<file path="src/rtl/mmio_ports.sv">
// mmio_ports: NPORTS-channel memory-mapped parallel I/O block on the dmem bus.
// Each channel has OUT (R/W), IN (RO, 2-flop synchronised), EDGE (sticky,
// write-1-to-clear) and IRQ_EN (R/W) at offsets 0x0/0x4/0x8/0xC of a 16-byte
// window. Reads are registered with one cycle of latency, like the dmem RAM.
// Build option MMIO_BOTH_EDGE_EN: when defined, EDGE flags capture every input
// transition instead of rising transitions only.
module mmio_ports #(
    parameter logic [31:0]      BASE      = 32'h1000_0000,
    parameter int               NPORTS    = 4,
    parameter int               WIDTH     = 32,
    parameter logic [WIDTH-1:0] OUT_RESET = '0
) (
    input  logic                     clk,
    input  logic                     reset_l,
    input  logic [31:0]              dmem_rd_addr,
    input  logic                     dmem_rd_req,
    output logic [31:0]              rd_data,
    output logic                     rd_ack,
    input  logic [31:0]              dmem_wr_addr,
    input  logic [31:0]              dmem_wr_data,
    input  logic [3:0]               dmem_wr_be,
    input  logic                     dmem_wr_req,
    input  logic [NPORTS*WIDTH-1:0]  inport,
    output logic [NPORTS*WIDTH-1:0]  outport,
    output logic                     irq
);

    localparam logic [31:0] SPAN = 32'(NPORTS * 16);

    typedef logic [NPORTS-1:0][WIDTH-1:0] bank_t;

    bank_t       out_q, out_d;
    bank_t       irq_en_q, irq_en_d;
    bank_t       edge_q, edge_d;
    bank_t       sync1_q, in_q, prev_q;
    bank_t       edge_set, edge_clr;
    logic [31:0] rd_data_q, rd_data_d;
    logic        rd_ack_q, rd_ack_d;
    logic        irq_q, irq_d;

    logic [31:0]      rd_off, wr_off;
    logic             rd_hit, wr_hit;
    logic [3:0]       rd_chan, wr_chan;
    logic [1:0]       rd_reg, wr_reg;
    logic [31:0]      be_mask;
    logic [WIDTH-1:0] wr_mask, wr_val, rd_sel;

    // Address decode: the offset is only trusted once addr >= BASE, which
    // also keeps BASE + SPAN from wrapping near the top of the address space.
    assign rd_off  = dmem_rd_addr - BASE;
    assign rd_hit  = (dmem_rd_addr >= BASE) && (rd_off < SPAN);
    assign rd_chan = rd_off[7:4];
    assign rd_reg  = dmem_rd_addr[3:2];

    assign wr_off  = dmem_wr_addr - BASE;
    assign wr_hit  = dmem_wr_req && (dmem_wr_addr >= BASE) && (wr_off < SPAN);
    assign wr_chan = wr_off[7:4];
    assign wr_reg  = dmem_wr_addr[3:2];

    // Byte enables expand to a bit mask; lanes above WIDTH are simply dropped.
    assign be_mask = {{8{dmem_wr_be[3]}}, {8{dmem_wr_be[2]}},
                      {8{dmem_wr_be[1]}}, {8{dmem_wr_be[0]}}};
    assign wr_mask = be_mask[WIDTH-1:0];
    assign wr_val  = dmem_wr_data[WIDTH-1:0];

`ifdef MMIO_BOTH_EDGE_EN
    assign edge_set = in_q ^ prev_q;
`else
    assign edge_set = in_q & ~prev_q;
`endif

    // Register writes: OUT/IRQ_EN merge enabled bytes, EDGE takes W1C with set priority.
    always_comb begin
        out_d    = out_q;
        irq_en_d = irq_en_q;
        edge_clr = '0;
        for (int k = 0; k < NPORTS; k++) begin
            if (wr_hit && (wr_chan == 4'(k))) begin
                case (wr_reg)
                    2'd0:    out_d[k]    = (out_q[k] & ~wr_mask) | (wr_val & wr_mask);
                    2'd2:    edge_clr[k] = wr_val & wr_mask;
                    2'd3:    irq_en_d[k] = (irq_en_q[k] & ~wr_mask) | (wr_val & wr_mask);
                    default: ;
                endcase
            end
        end
        edge_d = (edge_q & ~edge_clr) | edge_set;
        irq_d  = |(edge_q & irq_en_q);
    end

    // Read mux: selects pre-write register contents and zero-extends to 32 bits.
    always_comb begin
        rd_sel = '0;
        for (int k = 0; k < NPORTS; k++) begin
            if (rd_chan == 4'(k)) begin
                case (rd_reg)
                    2'd0:    rd_sel = out_q[k];
                    2'd1:    rd_sel = in_q[k];
                    2'd2:    rd_sel = edge_q[k];
                    default: rd_sel = irq_en_q[k];
                endcase
            end
        end
        rd_ack_d  = dmem_rd_req && rd_hit;
        rd_data_d = '0;
        if (rd_ack_d) begin
            rd_data_d[WIDTH-1:0] = rd_sel;
        end
    end

    // State update, input synchroniser and registered outputs.
    always_ff @(posedge clk or negedge reset_l) begin
        if (!reset_l) begin
            out_q     <= {NPORTS{OUT_RESET}};
            irq_en_q  <= '0;
            edge_q    <= '0;
            sync1_q   <= '0;
            in_q      <= '0;
            prev_q    <= '0;
            rd_data_q <= '0;
            rd_ack_q  <= 1'b0;
            irq_q     <= 1'b0;
        end else begin
            out_q     <= out_d;
            irq_en_q  <= irq_en_d;
            edge_q    <= edge_d;
            sync1_q   <= inport;
            in_q      <= sync1_q;
            prev_q    <= in_q;
            rd_data_q <= rd_data_d;
            rd_ack_q  <= rd_ack_d;
            irq_q     <= irq_d;
        end
    end

    assign outport = out_q;
    assign rd_data = rd_data_q;
    assign rd_ack  = rd_ack_q;
    assign irq     = irq_q;

endmodule

</file>
<file path="config.mk">
export PLATFORM = sky130hd
export DESIGN_NAME = mmio_ports
export DESIGN_NICKNAME = d
export VERILOG_FILES = /design/src/rtl/mmio_ports.sv
export SDC_FILE = /design/constraint.sdc
export NUM_CORES = 1
export LEC_CHECK = 0
export CAP_MARGIN = 25
export CORE_MARGIN = 2
export CORE_UTILIZATION = 28
export DETAILED_ROUTE_END_ITERATION = 10
export PLACE_DENSITY = 0.56
export SLEW_MARGIN = 30
export SYNTH_ARGS = -nofsm -noshare
export SYNTH_HDL_FRONTEND = slang
export SYNTH_SLANG_ARGS = --single-unit
</file>
<file path="constraint.sdc">
create_clock -name clk -period 2.8 [get_ports clk]
set_input_delay 0.28 -clock clk [delete_from_list [all_inputs] [get_ports clk]]
set_output_delay 0.28 -clock clk [all_outputs]
set_load 0.1 [all_outputs]
</file>
==> results of run 1 <==
## final cells by class
| class | instances | area share |
|---|---|---|
| Timing Repair Buffer | 549 | 0.129 |
| Inverter | 130 | 0.0123 |
| Tap cell | 1403 | 0.0441 |
| Multi-Input combinational cell | 1046 | 0.234 |
| Clock buffer | 120 | 0.0655 |
| Clock inverter | 39 | 0.0103 |
| Sequential cell | 802 | 0.505 |
| Antenna cell | 4 | 0.000252 |
## final timing paths
path                       depth (start not counted)            start  slack, ns          end
setup / recovery                                   8  dmem_wr_addr[6]       0.17         flop
hold / removal                                     1       inport[79]       0.06  sync1_q[79]
setup reg to reg                                   5       edge_q[91]       0.29          irq
hold reg to reg                                    0      sync1_q[88]       0.34     in_q[88]
max in group asynchronous                          4          reset_l       1.53   edge_q[95]
min in group asynchronous                          2          reset_l       0.23  prev_q[112]
## metal layers
| layer | global-route usage | part of all wire | vias up |
|---|---|---|---|
| li1 | - | - | 8614 |
| met1 | 0.279 | 0.43 | 10891 |
| met2 | 0.317 | 0.45 | 894 |
| met3 | 0.0595 | 0.084 | 205 |
| met4 | 0.0795 | 0.039 | 10 |
| met5 | 0 | 0.00057 | - |
## stage by stage
step | setup WS, ns | instance area [µm²] | hold slack (ns) | TNS, ns | util
global placement | -0.394 | 36700 | 0.316 | -33.37 | 0.343
floorplan | 0.680 | 30200 | -0.0156 | 0 | -
finish | 0.165 | 39800 | 0.0559 | 0 | 0.372
global route | 0.124 | 39800 | 0.0396 | 0 | 0.371
CTS | 0.238 | 39800 | 0.0194 | 0 | 0.371
detailed placement | -0.467 | 36700 | 0.306 | -39.57 | 0.343
## cell usage after synthesis (all sizes together)
library cell  instances
a211oi               32
a21oi                44
a221oi               23
a22o                 22
a22oi                70
and2                 10
and3                  1
and4                  1
buf                  18
clkbuf               71
dfrtp               802
inv                 130
mux2                256
mux2i                66
mux4                 84
nand2                40
nand2b               15
nand3                30
nand4                18
nor2                 16
nor2b                25
nor3                  2
nor3b                 2
nor4                 13
nor4b                 4
o21ai               256
o22ai                12
or2                   1
or3                   1
or4                   1
xor2                  1
## cells by family after synthesis
family	Yosys count	share of synthesized area
compound gates	459	0.0906
xor+xnor	1	0.000290
buf+inv	219	0.0283
flops	802	0.664
mux	406	0.181
simple gates	180	0.0354
## power groups by stage
| stage | sequential, µW | clock, µW | combinational, µW |
|---|---|---|---|
| global placement | 12200 | 0 | 1380 |
| global route | 12100 | 12800 | 1500 |
| floorplan | 12200 | 0 | 446 |
| finish | 12000 | 12000 | 1390 |
| CTS | 12000 | 12300 | 1400 |
| detailed placement | 12300 | 0 | 1400 |
==> flow_metrics.py, run 1 <==
metrics = {
    "floorplan": {
        "rows": 120,
        "fp.coreArea_um2": 107000,
        "initial_utilization": 0.282,
        "ios": 394,
        "fp.dieW_um": 332,
        "die_h_um": 332,
        "die-area_um2": 111000,
    },
    "pwr": {
        "swShare": 0.227,
        "pwr-share-clk": 0.472,
        "irDropWorstVdd_mv": 0.402,
        "power.density_nw_per_um2": 640,
        "p_int_uw": 19700,
        "seqPwrFrac": 0.473,
        "leakage_uw": 0.0178,
        "p_total_uw": 25500,
        "switchingPower_uw": 5780,
        "pwr-share-comb": 0.054,
    },
    "synth": {
        "netlist_area_um2": 30200,
        "yosysTopAreaCell": "dfrtp_1",
        "synth_top_cell_area_share": 0.664,
        "postSynthAreaPerCell_um2": 14.6,
        "seq_area_frac_synth": 0.664,
        "syn_inst": 2067,
        "ys_seq_elements": 802,
        "synth.distinct_cells": 40,
        "synth.top_cells.by_area": "dfrtp_1 (66%), mux2_2 (9.2%), mux4_2 (6.3%)",
        "yosys_warnings": 0,
        "syn_nets": 2299,
    },
    "layout": {
        "final_common_cell": "dfrtp_1",
        "n_fill_cell": 10260,
        "regArea_um2": 20100,
        "mostFrequentLayoutCells": "dfrtp_1 (802), buf_4 (286), o21ai_0 (256), mux2_2 (248), clkdlybuf4s50_1 (224)",
        "final-instance-count-excl-fill": 4093,
        "multi_input_area_um2": 9290,
        "nets": 2850,
        "syn_to_final_growth_pct": 31.7,
        "drive_above_1_share": 0.312,
    },
    "sta": {
        "fmax_ghz": 0.380,
        "tightest_slew_ns": 0.895,
        "timing.final.crit_period_ns": 2.63,
        "relSlewSlack": 0.401,
        "drv_slew": 0,
        "rsz0062_at_grt": "false",
        "finalHoldViolCount": 0,
        "setup_viol": 0,
        "period_share": 0.941,
        "finalClockSkew_ns": 0.0318,
    },
    "grt": {
        "grt_pass1_wl_um": 166000,
        "grt_max_degree": 100,
        "antenna_found_initial": 12,
        "grt-ovfl-total": 0,
        "grt_pass1_vias": 22136,
        "grt_usage": 0.208,
    },
    "flow_run": {
        "drv_cap": 0,
    },
    "route": {
        "routed-via-count": 20614,
        "route.antenna.remaining_nets": 0,
        "first_pass_iters": 5,
        "routedWlPerCell_um": 28.1,
        "drt_iter0_markers": 1776,
        "drcViolationCount": 0,
        "drt-total-wl_um": 115000,
        "via_per_inst": 5.04,
    },
    "setup_path": {
        "slowest_delay_ns": 0.51,
        "critPathTopFamily": "simple AND/OR/NAND/NOR gates",
        "path_cells": "clkdlybuf4s50_1 -> nor4_2 -> nand4_1 -> buf_4 -> or4_4 -> buf_4 -> nor2_4 -> mux2_2",
        "crit_top_cell": "buf_4",
        "arrival_ns": 3.16,
        "worstPathMaxFanout": 8,
        "critPathKind": "input pin to flop",
        "cp_slowest_cell": "or4_4",
        "cp_num_buf_inv": 3,
        "critPathLaunchType": "input pin",
        "crit_path_end_kind": "flop",
        "cp_data_required_time_ns": 3.32,
    },
    "cts": {
        "cts_buffers": 89,
        "clkLatencyLatePin_ns": 0.66,
        "cts_max_level": 3,
        "clk_pin_slew_ns": 0.06,
        "cts.sinks": 802,
        "cts_tree": "done",
        "cts_setup_buffers": 0,
        "hold_buffers": 1,
        "root_buffer": "clkbuf_16",
        "cts_buffer_depth": 3,
        "ctsResizeCount": 0,
    },
    "hold_path": {
        "hold_path.class": "input pin to flop",
    },
    "placement": {
        "io_buffers": 389,
        "place_inst": 3929,
        "dpl.hpwl_um": 86100,
        "gp_congestion": 0.934,
    },
    "outcome": {
        "status": "finished clean",
    },
}
(Power assumes the default switching activity.)
==> run 2: changes to the inputs <==
- CORE_MARGIN: 2 -> 10
==> run 2 against run 1 <==
  * Register-to-register slack worse by 0.07 ns
  * Sequential power hardly changed
  * Final cell count up 0.22%
  * Wire length is 3.5% higher
  * Worst hold slack worse by 0.0070 ns
  * First-iteration DRC count is 8.6% higher
  * Combinational power hardly changed
  * Maximum frequency up 2.2%
==> flow_metrics.py, run 2 (synthesis gave the netlist of run 1 again) <==
metrics = {
    "outcome": {
        "status": "finished clean",
    },
    "layout": {
        "design_area_um2": 39900,
        "diodes": 0,
        "mostFrequentLayoutCells": "dfrtp_1 (802), buf_4 (294), o21ai_0 (256), mux2_2 (248), clkdlybuf4s50_1 (224)",
        "final_common_cell": "dfrtp_1",
        "fin_util": 0.373,
        "syn_to_final_growth_pct": 32.2,
        "drive_above_1_share": 0.313,
        "nets": 2860,
    },
    "route": {
        "routedWlPerCell_um": 29.0,
        "drcViolationCount": 0,
        "via_per_inst": 5.04,
        "route.antenna.remaining_nets": 0,
        "drt-total-wl_um": 119000,
        "first_pass_iters": 5,
        "drt_iter0_markers": 1929,
        "routed-via-count": 20665,
    },
    "cts": {
        "clk_pin_slew_ns": 0.06,
        "cts_tree": "done",
        "cts_buffers": 88,
        "cts.sinks": 802,
        "cts_max_level": 3,
        "cts_buffer_depth": 3,
        "root_buffer": "clkbuf_16",
        "clkLatencyLatePin_ns": 0.67,
        "cts_setup_buffers": 0,
    },
    "pwr": {
        "p_int_uw": 19800,
        "seqPwrFrac": 0.470,
        "irDropWorstVdd_mv": 0.400,
        "switchingPower_uw": 5820,
        "pwr-share-clk": 0.475,
        "swShare": 0.227,
        "leakage_uw": 0.0179,
        "p_total_uw": 25600,
        "power.density_nw_per_um2": 642,
        "pwr-share-comb": 0.054,
    },
    "setup_path": {
        "crit_path_end_kind": "flop",
        "worstPathMaxFanout": 3,
        "arrival_ns": 3.03,
        "crit-reg2reg-launch": "edge_q[91]",
        "crit_start": "edge_q[91]",
        "cp_data_required_time_ns": 3.25,
        "critPathKind": "flop to flop",
        "critPathLaunchType": "flop",
    },
    "floorplan": {
        "die-area_um2": 121000,
        "fp.dieW_um": 348,
        "initial_utilization": 0.282,
        "rows": 120,
        "die_h_um": 348,
        "ios": 394,
        "fp.coreArea_um2": 107000,
    },
    "placement": {
        "io_buffers": 389,
        "post_dp_cell_area_um2": 36900,
        "dpl.hpwl_um": 89300,
        "gp_congestion": 0.923,
        "post-place-ws_ns": -0.406,
    },
    "grt": {
        "grt_pass1_vias": 22048,
        "antenna_found_initial": 6,
        "grt_pass1_wl_um": 169000,
        "grt-ovfl-total": 0,
        "grt_usage": 0.193,
        "grt_max_degree": 82,
    },
    "sta": {
        "tns_ns": 0,
        "rsz0062_at_grt": "false",
        "tightest_slew_ns": 0.795,
        "finalWorstSetupSlack_ns": 0.222,
        "drv_slew": 0,
        "finalClockSkew_ns": 0.0311,
        "period_share": 0.921,
        "timing.final.crit_period_ns": 2.58,
        "relSlewSlack": 0.470,
        "fmax_ghz": 0.388,
        "finalHoldViolCount": 0,
        "setup_viol": 0,
    },
    "hold_path": {
        "holdCritStartpoint": "inport[98]",
        "hold_path.class": "input pin to flop",
    },
    "flow_run": {
        "drv_cap": 0,
    },
}
==> run 2: cell types whose count changed in the layout (fill, tap and decap cells not counted) <==
cell and delta:
buf_12 +3, buf_4 +8, bufinv_16 +1, clkbuf_1 +6, clkbuf_16 -1, clkbuf_8 +3
clkinv_2 -10, clkinv_4 +4, clkinv_8 -1, diode_2 -4, inv_6 +2, inv_8 -2
==> run 2: power by group through the flow <==
stage	clock network [µW]	registers (µW)	logic (µW)
floorplan	0	12200	446
global placement	0	12200	1380
detailed placement	0	12300	1400
CTS	12500	12000	1410
global route	12900	12100	1500
finish	12200	12000	1390
==> run 2: metal layers <==
| metal | global-route usage | share of wire | routed length, µm |
|---|---|---|---|
| met4 | 0.0690 | 0.036 | 4300 |
| met1 | 0.257 | 0.43 | 51000 |
| met2 | 0.297 | 0.45 | 53600 |
| met5 | 0 | 0.00029 | 35 |
| met3 | 0.0552 | 0.084 | 10100 |
==> run 2: path summary, 6_finish.rpt <==
| kind | depth (start not counted) | slack, ns | to |
|---|---|---|---|
| setup reg to reg | 5 | 0.22 | irq |
| hold reg to reg | 0 | 0.33 | in_q[3] |
| hold / removal | 1 | 0.05 | sync1_q[98] |
| setup / recovery | 5 | 0.22 | irq |
| max in group asynchronous | 3 | 1.61 | sync1_q[74] |
| min in group asynchronous | 2 | 0.27 | asynchronous set/reset pin |
==> run 2: what timing repair did <==
action / in CTS / in global routing
gates resized for setup: 0 / 0
hold endpoints to repair: 41 / 0
hold buffers: 1 / 0
==> run 2: metrics by stage <==
| stage | hold WS, ns | std cells |
|---|---|---|
| after CTS | 0.0100 | 4102 |
| after global routing | 0.0368 | 4102 |
| after floorplan | -0.0156 | 2067 |
| final | 0.0489 | 4102 |
| after global placement | 0.337 | 3940 |
| after detailed placement | 0.335 | 3940 |
==> run 2: final cells by class <==
cell class | instances | area (µm²)
clock buffers | 128 | 2650
clock inverters | 33 | 402
fillers | 10196 | 67100
inverters | 130 | 488
multi-input cells | 1046 | 9290
flip-flops and latches | 802 | 20100
well taps | 1403 | 1760
repair buffers | 560 | 5270
==> run 2: critical path: stages, from the launching register on <==
cell,delay [ns]
dfrtp_1,0.50
a22o_1,0.27
a221oi_1,0.57
nand3_1,0.31
nor4_1,0.41
nand3_1,0.33
==> run 3: changes to the inputs <==
- SLEW_MARGIN: 30 -> unset
- clock period: 2.8 -> 2.85 ns (I/O delays scaled with it)
==> run 3 against run 2 <==
  * Non-clock buffer count is 14 lower
  * Sequential power barely moved
  * Total power about the same
  * Via count decreased by 0.35%
  * Critical path depth increased by 4
  * Final cell count shrank 0.20%
  * Combinational power hardly changed
  * Worst hold slack lost 0.0079 ns
  * Clock power hardly changed
  * First-iteration DRC count up 3.8%
  * Highest routed layer unchanged
==> flow_metrics.py, run 3 (synthesis gave the netlist of run 1 again) <==
metrics = {
    "layout": {
        "nets": 2847,
        "drive_above_1_share": 0.312,
        "syn_to_final_growth_pct": 32.5,
        "final_common_cell": "dfrtp_1",
        "mostFrequentLayoutCells": "dfrtp_1 (802), buf_4 (278), o21ai_0 (256), mux2_2 (248), clkdlybuf4s50_1 (224)",
        "n_fill_cell": 10079,
    },
    "floorplan": {
        "fp.dieW_um": 348,
        "die_h_um": 348,
        "die-area_um2": 121000,
        "initial_utilization": 0.282,
        "rows": 120,
        "fp.coreArea_um2": 107000,
        "ios": 394,
    },
    "hold_path": {
        "hold_path.class": "input pin to flop",
    },
    "grt": {
        "grt-ovfl-total": 0,
        "grt_pass1_wl_um": 168000,
        "grt_max_degree": 74,
        "grt_pass1_vias": 21960,
        "grt_usage": 0.191,
        "antenna_found_initial": 10,
    },
    "pwr": {
        "irDropWorstVdd_mv": 0.506,
        "leakage_uw": 0.0179,
        "power.density_nw_per_um2": 640,
        "pwr-share-comb": 0.053,
        "seqPwrFrac": 0.462,
        "switchingPower_uw": 5840,
        "p_int_uw": 19800,
        "swShare": 0.228,
        "pwr-share-clk": 0.485,
    },
    "route": {
        "first_pass_iters": 6,
        "drt-total-wl_um": 118000,
        "routedWlPerCell_um": 28.8,
        "drcViolationCount": 0,
        "drt_iter0_markers": 2003,
        "route.antenna.remaining_nets": 0,
        "via_per_inst": 5.03,
        "routed-via-count": 20593,
    },
    "cts": {
        "cts_buffers": 89,
        "cts_tree": "done",
        "ctsResizeCount": 0,
        "cts.sinks": 802,
        "clkLatencyLatePin_ns": 0.68,
        "cts_max_level": 3,
        "clk_pin_slew_ns": 0.06,
        "root_buffer": "clkbuf_16",
        "cts_buffer_depth": 3,
    },
    "setup_path": {
        "cp_data_required_time_ns": 3.39,
        "regToRegSetupSlack_ns": 0.29,
        "regToRegEndpoint": "irq",
        "worstPathMaxFanout": 17,
        "critPathKind": "input pin to flop",
        "arrival_ns": 3.10,
        "critPathLaunchType": "input pin",
        "reg2reg_depth": 5,
        "crit_start": "dmem_wr_addr[8]",
        "crit_path_end_kind": "flop",
    },
    "flow_run": {
        "drv_cap": 0,
    },
    "placement": {
        "dpl.hpwl_um": 88600,
        "io_buffers": 389,
        "gp_congestion": 0.921,
    },
    "sta": {
        "relSlewSlack": 0.385,
        "fin_hold_ws_ns": 0.0410,
        "rsz0062_at_grt": "false",
        "timing.final.crit_period_ns": 2.56,
        "finalClockSkew_ns": 0.0321,
        "period_share": 0.898,
        "finalHoldViolCount": 0,
        "fmax_ghz": 0.391,
        "setup_viol": 0,
        "tns_ns": 0,
        "tightest_slew_ns": 0.923,
        "drv_slew": 0,
    },
    "outcome": {
        "status": "finished clean",
    },
}
run 3: layer usage:
| metal | vias up | routed length, µm | global-route usage |
|---|---|---|---|
| li1 | 8604 | - | - |
| met1 | 10827 | 49000 | 0.248 |
| met2 | 927 | 53100 | 0.293 |
| met3 | 221 | 11100 | 0.0643 |
| met4 | 14 | 4650 | 0.0759 |
| met5 | - | 93 | 0 |
run 3: worst min-delay path by stage:
stage / from / endpoint / depth (start not counted)
5_1_grt: inport[37] / sync1_q[37] / 1
4_1_cts: inport[127] / sync1_q[127] / 1
3_3_place_gp: sync1_q[106] / in_q[106] / 0
3_5_place_dp: sync1_q[57] / in_q[57] / 0
6_report: inport[127] / sync1_q[127] / 1
2_1_floorplan: reset_l / asynchronous set/reset pin / 0
run 3: stage by stage:
| step | cells | worst slack, ns | area (µm²) | utilization | power [µW] |
|---|---|---|---|---|---|
| global placement | 3925 | -0.388 | 36800 | 0.343 | 13400 |
| CTS | 4093 | 0.326 | 40000 | 0.374 | 25900 |
| detailed placement | 3925 | -0.378 | 36800 | 0.343 | 13400 |
| finish | 4094 | 0.292 | 40000 | 0.374 | 25600 |
| global route | 4093 | 0.190 | 40000 | 0.374 | 26500 |
| floorplan | 2067 | 0.725 | 30200 | - | 12400 |
run 3: layout make-up:
class	instances	area (µm²)	area share
clock inverters	43	638	0.0159
inverters	130	488	0.0122
multi-input cells	1046	9290	0.232
diodes	1	2.50	0.0000625
repair buffers	546	5180	0.129
clock buffers	123	2580	0.0646
flip-flops and latches	802	20100	0.502
well taps	1403	1760	0.0439
run 3: what timing repair did:
| action | 4_1_cts | 5_1_grt |
|---|---|---|
| buffers inserted | 0 | 0 |
| hold buffers | 2 | 0 |
| endpoints found under the hold margin | 50 | 0 |
run 3: worst max-delay path, stage by stage:
cell and delay [ns]:
clkdlybuf4s50_1 0.41, nor4_2 0.32, nand4_1 0.42, buf_4 0.30, or4_4 0.50, buf_12 0.19, nand2b_1 0.19, buf_12 0.17
mux2_4 0.29
run 3: power groups by stage:
stage          Combinational, µW  Clock (µW)  Sequential (µW)
2_1_floorplan                438           0            11900
4_1_cts                     1380       12700            11800
3_5_place_dp                1370           0            12000
6_report                    1370       12400            11800
5_1_grt                     1480       13200            11900
3_3_place_gp                1360           0            12000
==> patch 1 (settings of run 1) <==
Add a define of `MMIO_BOTH_EDGE_EN`.
--- a/src/rtl/mmio_ports.sv
+++ b/src/rtl/mmio_ports.sv
@@ -4,6 +4,8 @@
 // window. Reads are registered with one cycle of latency, like the dmem RAM.
 // Build option MMIO_BOTH_EDGE_EN: when defined, EDGE flags capture every input
 // transition instead of rising transitions only.
+`define MMIO_BOTH_EDGE_EN
+
 module mmio_ports #(
     parameter logic [31:0]      BASE      = 32'h1000_0000,
     parameter int               NPORTS    = 4,
Function: not settled (the Yosys comparison gave no result); the edit may change what the design does.
==> patch 1 against run 1 <==
- sequential cell count is the same
- count of clock-buffer cells in the layout shrank 7
- non-clock buffer count shrank 8
- maximum frequency grew 11%
- setup slack gained 0.25 ns
- routed wire length shrank 1.1%
- sequential share of layout area shrank 0.71 points
- synthesized area grew 1.6%
- synthesized cell count is essentially flat
- worst hold slack gained 0.016 ns
- design area grew 1.4%
- power grew 3.2%
- global-route usage shrank 0.59 points
- largest cell class unchanged
- largest power group is now clock
- highest routed layer unchanged
==> patch 1: results (changes against run 1) <==
metric;value;unit;change
status;completed;;
synth_compound_area_share;6.83;%;-2.2 points
ir_worst_vdd;0.000399;V;-0.76%
n_fill_cell;10327;;+0.65%
async_flop_share;100;%;unchanged
p_leak;17.4;nW;-2.3%
wl_met2;53600;um;+3.8%
drt-met1-wl;45900;um;-6.6%
synth_common_cells;dfrtp_1, mux2_2, nand2_1;;
synth-xor-area-share;3.68;%;+3.7 points
grt_first_pass_wirelength;162000;um;-2.3%
slew_headroom;47.5;%;+7.4 points
dr_wl_met3;9610;um;-0.93%
grt_max_degree;90;;-10%
clk_pin_slew_worst_paths;0.07;ns;
utilization;37.1;%;-0.042 points
dpl.cell_count;3932;;+0.076%
track_usage;20.2;%;-0.59 points
place_congestion;0.914;;-2.2%
yosys-top-cells-area;dfrtp_1, mux2_2, mux4_2, xnor2_1, mux2i_1;;
syn_inst;2066;;-0.048%
vias;20528;;-0.42%
grt_pass1_vias;21755;;-1.7%
wl_per_cell;27.8;um;-1.1%
pg_clk;0.0127;W;+6%
hpwl;85200;um;-0.94%
numCtsBuffers;86;;-3.4%
swShare;22.5;%;-0.17 points
p_int;0.0204;W;+3.5%
synth.area.mux_share;17.8;%;-0.28 points
detailedPlace.worstSlack;-0.0587;ns;+0.409 ns
skew;0.0255;ns;-0.00632 ns
fin_cells;4095;;+0.049%
postPlaceCellArea;37200;um^2;+1.2%
cp.arrival;2.81;ns;-0.35 ns
synth_cell_types;41;;+2.5%
seq_area_frac_synth;65.4;%;-1.0 points
layout-drive-gt1-share;30.9;%;-0.30 points
syn_nets;2298;;-0.043%
fin_nets;2839;;-0.39%
antenna_found_initial;9;;-3
drt-initial-drc-count;1714;;-3.5%
critPathMaxFanout;3;;-5
==> patch 1: metrics by stage <==
step / hold slack, ns / setup TNS [ns]
2_1_floorplan: -0.0156 / 0
3_3_place_gp: 0.309 / -3.09
3_5_place_dp: 0.308 / -1.62
4_1_cts: 0.0286 / 0
5_1_grt: 0.0434 / 0
6_report: 0.0722 / 0
==> patch 1: area by class of cell <==
| class | count | share of cell area (%) |
|---|---|---|
| clock buffer | 113 | 6.04 |
| multi-input combinational | 1174 | 25.4 |
| antenna | 1 | 0.00620 |
| inverter | 2 | 0.0186 |
| timing repair buffer | 541 | 12.6 |
| clock inverter | 48 | 1.78 |
| tap | 1414 | 4.39 |
| sequential | 802 | 49.7 |
==> patch 1: worst paths after layout <==
| kind | from | to | slack [ns] |
|---|---|---|---|
| worst max-delay path | edge_q[114]$_DFF_PN0_ | irq$_DFF_PN0_ | 0.42 |
| worst min-delay path | inport[18] | sync1_q[18]$_DFF_PN0_ | 0.07 |
| worst max register to register | edge_q[114]$_DFF_PN0_ | irq$_DFF_PN0_ | 0.42 |
| worst min register to register | sync1_q[68]$_DFF_PN0_ | in_q[68]$_DFF_PN0_ | 0.35 |
| max in group asynchronous | reset_l | prev_q[106]$_DFF_PN0_ | 1.57 |
| min in group asynchronous | reset_l | sync1_q[14]$_DFF_PN0_ | 0.23 |
==> patch 1: per-layer routing <==
layer | track usage, % | vias to the layer above
met1 | 25.7 | 10782
li1 | - | 8607
met4 | 8.00 | 16
met2 | 32.4 | 899
met3 | 5.67 | 224
met5 | 0 | -
==> patch 1: critical path, cell delays in order (launching register included) <==
cell      delay, ns
dfrtp_1        0.45
a22o_1         0.35
a221oi_1       0.54
nand4_1        0.21
nor4_1         0.31
nand3_1        0.30
==> patch 2 (settings of run 1) <==
Made on the original files. Register the output `irq` once more, cleared by the reset; this adds one clock of latency there. The other outputs are not delayed to match.
--- a/src/rtl/mmio_ports.sv
+++ b/src/rtl/mmio_ports.sv
@@ -136,7 +136,13 @@
     assign outport = out_q;
     assign rd_data = rd_data_q;
     assign rd_ack  = rd_ack_q;
-    assign irq     = irq_q;
+    always_ff @(posedge clk or negedge reset_l) begin
+        if (!reset_l) begin
+            irq <= '0;
+        end else begin
+            irq <= irq_q;
+        end
+    end
 
 endmodule
 
Function: not settled (the Yosys comparison gave no result); the edit may change what the design does.
==> patch 2 against run 1 <==
- design area barely moved
- critical path depth unchanged
- via count about the same
- setup slack improved by 0.0035 ns
- synthesized area about the same
- combinational power about the same
- first-iteration DRC count grew 5.1%
- count of clock-buffer cells in the layout grew 2
- routed wire length up 0.66%
- power fell by 0.65%
- sequential cell count up 1
- largest power group unchanged
==> patch 2: results (changes against run 1) <==
metric;value;unit;change
status;completed;;
routed_via_density;5.05;;+0.19%
n_fill_cell;10110;;-1.5%
async_flop_share;100;%;unchanged
clockBufferDepth;3;;unchanged
root_buffer;clkbuf_16;;
htree_levels;3;;unchanged
startpoint;dmem_wr_addr[8];;
dr.pass1.iters;6;;+1
synth_common_cells;dfrtp_1, o21ai_0, mux2_2;;
synth.area.mux_share;18.1;%;about the same
dr_wl_met3;9970;um;+2.8%
synth-xor-area-share;0.0290;%;about the same
fin_nets;2846;;-0.14%
wl_met2;53100;um;+2.8%
hpwl;85400;um;-0.71%
grtUsageMet3;5.42;%;-0.53 points
critPathMaxFanout;13;;+5
hold_end;sync1_q[39]$_DFF_PN0_;;
syn_inst;2068;;+0.048%
postCtsSetupRepairBufs;0;;unchanged
endpoint_kind;flip-flop;;
hold_ws;0.0585;ns;+0.00265 ns
r2r-end;irq_q$_DFF_PN0_;;
numCtsBuffers;87;;-2.2%
fin_cells;4088;;-0.12%
cp_slowest_cell;or4_4;;
grt_first_pass_wirelength;166000;um;about the same
slew_headroom;43.5;%;+3.4 points
grt_max_degree;78;;-22%
syn_nets;2300;;+0.043%
dpl.cell_count;3927;;-0.051%
antenna_found_initial;11;;-1
p_leak;17.8;nW;-0.24%
cp.arrival;3.16;ns;about the same
setup_slack;0.169;ns;+0.00355 ns
seq_area_frac_synth;66.5;%;about the same
r2r_start;edge_q[57]$_DFF_PN0_;;
skew;0.0248;ns;-0.00701 ns
met1_usage;28.0;%;+0.11 points
drt-initial-drc-count;1867;;+5.1%
max_stage_delay;0.51;ns;about the same
place_congestion;0.890;;-4.7%
postPlaceCellArea;36800;um^2;+0.18%
yosys-top-cells-area;dfrtp_1, mux2_2, mux4_2, o21ai_0, mux2i_1;;
ir_worst_vdd;0.000369;V;-8.2%
detailedPlace.worstSlack;-0.463;ns;+0.00409 ns
synth_cell_types;40;;unchanged
wirelength;116000;um;+0.66%
grt_pass1_vias;21989;;-0.66%
layout-drive-gt1-share;30.7;%;-0.54 points
drt-met1-wl;48500;um;-1.2%
synth_compound_area_share;9.05;%;about the same
grtUsageMet2;32.4;%;+0.68 points
track_usage;20.8;%;+0.073 points
min_from;inport[39];;
-- patch 2: cell count changes after synthesis, sizes merged --
cell and change:
dfrtp +1
-- patch 2: layout make-up --
| cell class | count | area, um^2 | share of cell area, % |
|---|---|---|---|
| well taps | 1403 | 1760 | 4.42 |
| clock buffers | 122 | 2520 | 6.35 |
| multi-input cells | 1046 | 9290 | 23.4 |
| clock inverters | 34 | 404 | 1.02 |
| inverters | 130 | 488 | 1.23 |
| diodes | 4 | 10.0 | 0.0252 |
| repair buffers | 546 | 5190 | 13.1 |
| flip-flops and latches | 803 | 20100 | 50.5 |
-- patch 2: power by group --
group / leakage, nW / switching [W] / internal, W
clock: 1.43 / 0.00481 / 0.00702
combinational: 6.68 / 0.000755 / 0.000636
sequential: 9.66 / 0.000175 / 0.0119
total: 17.8 / 0.00574 / 0.0195
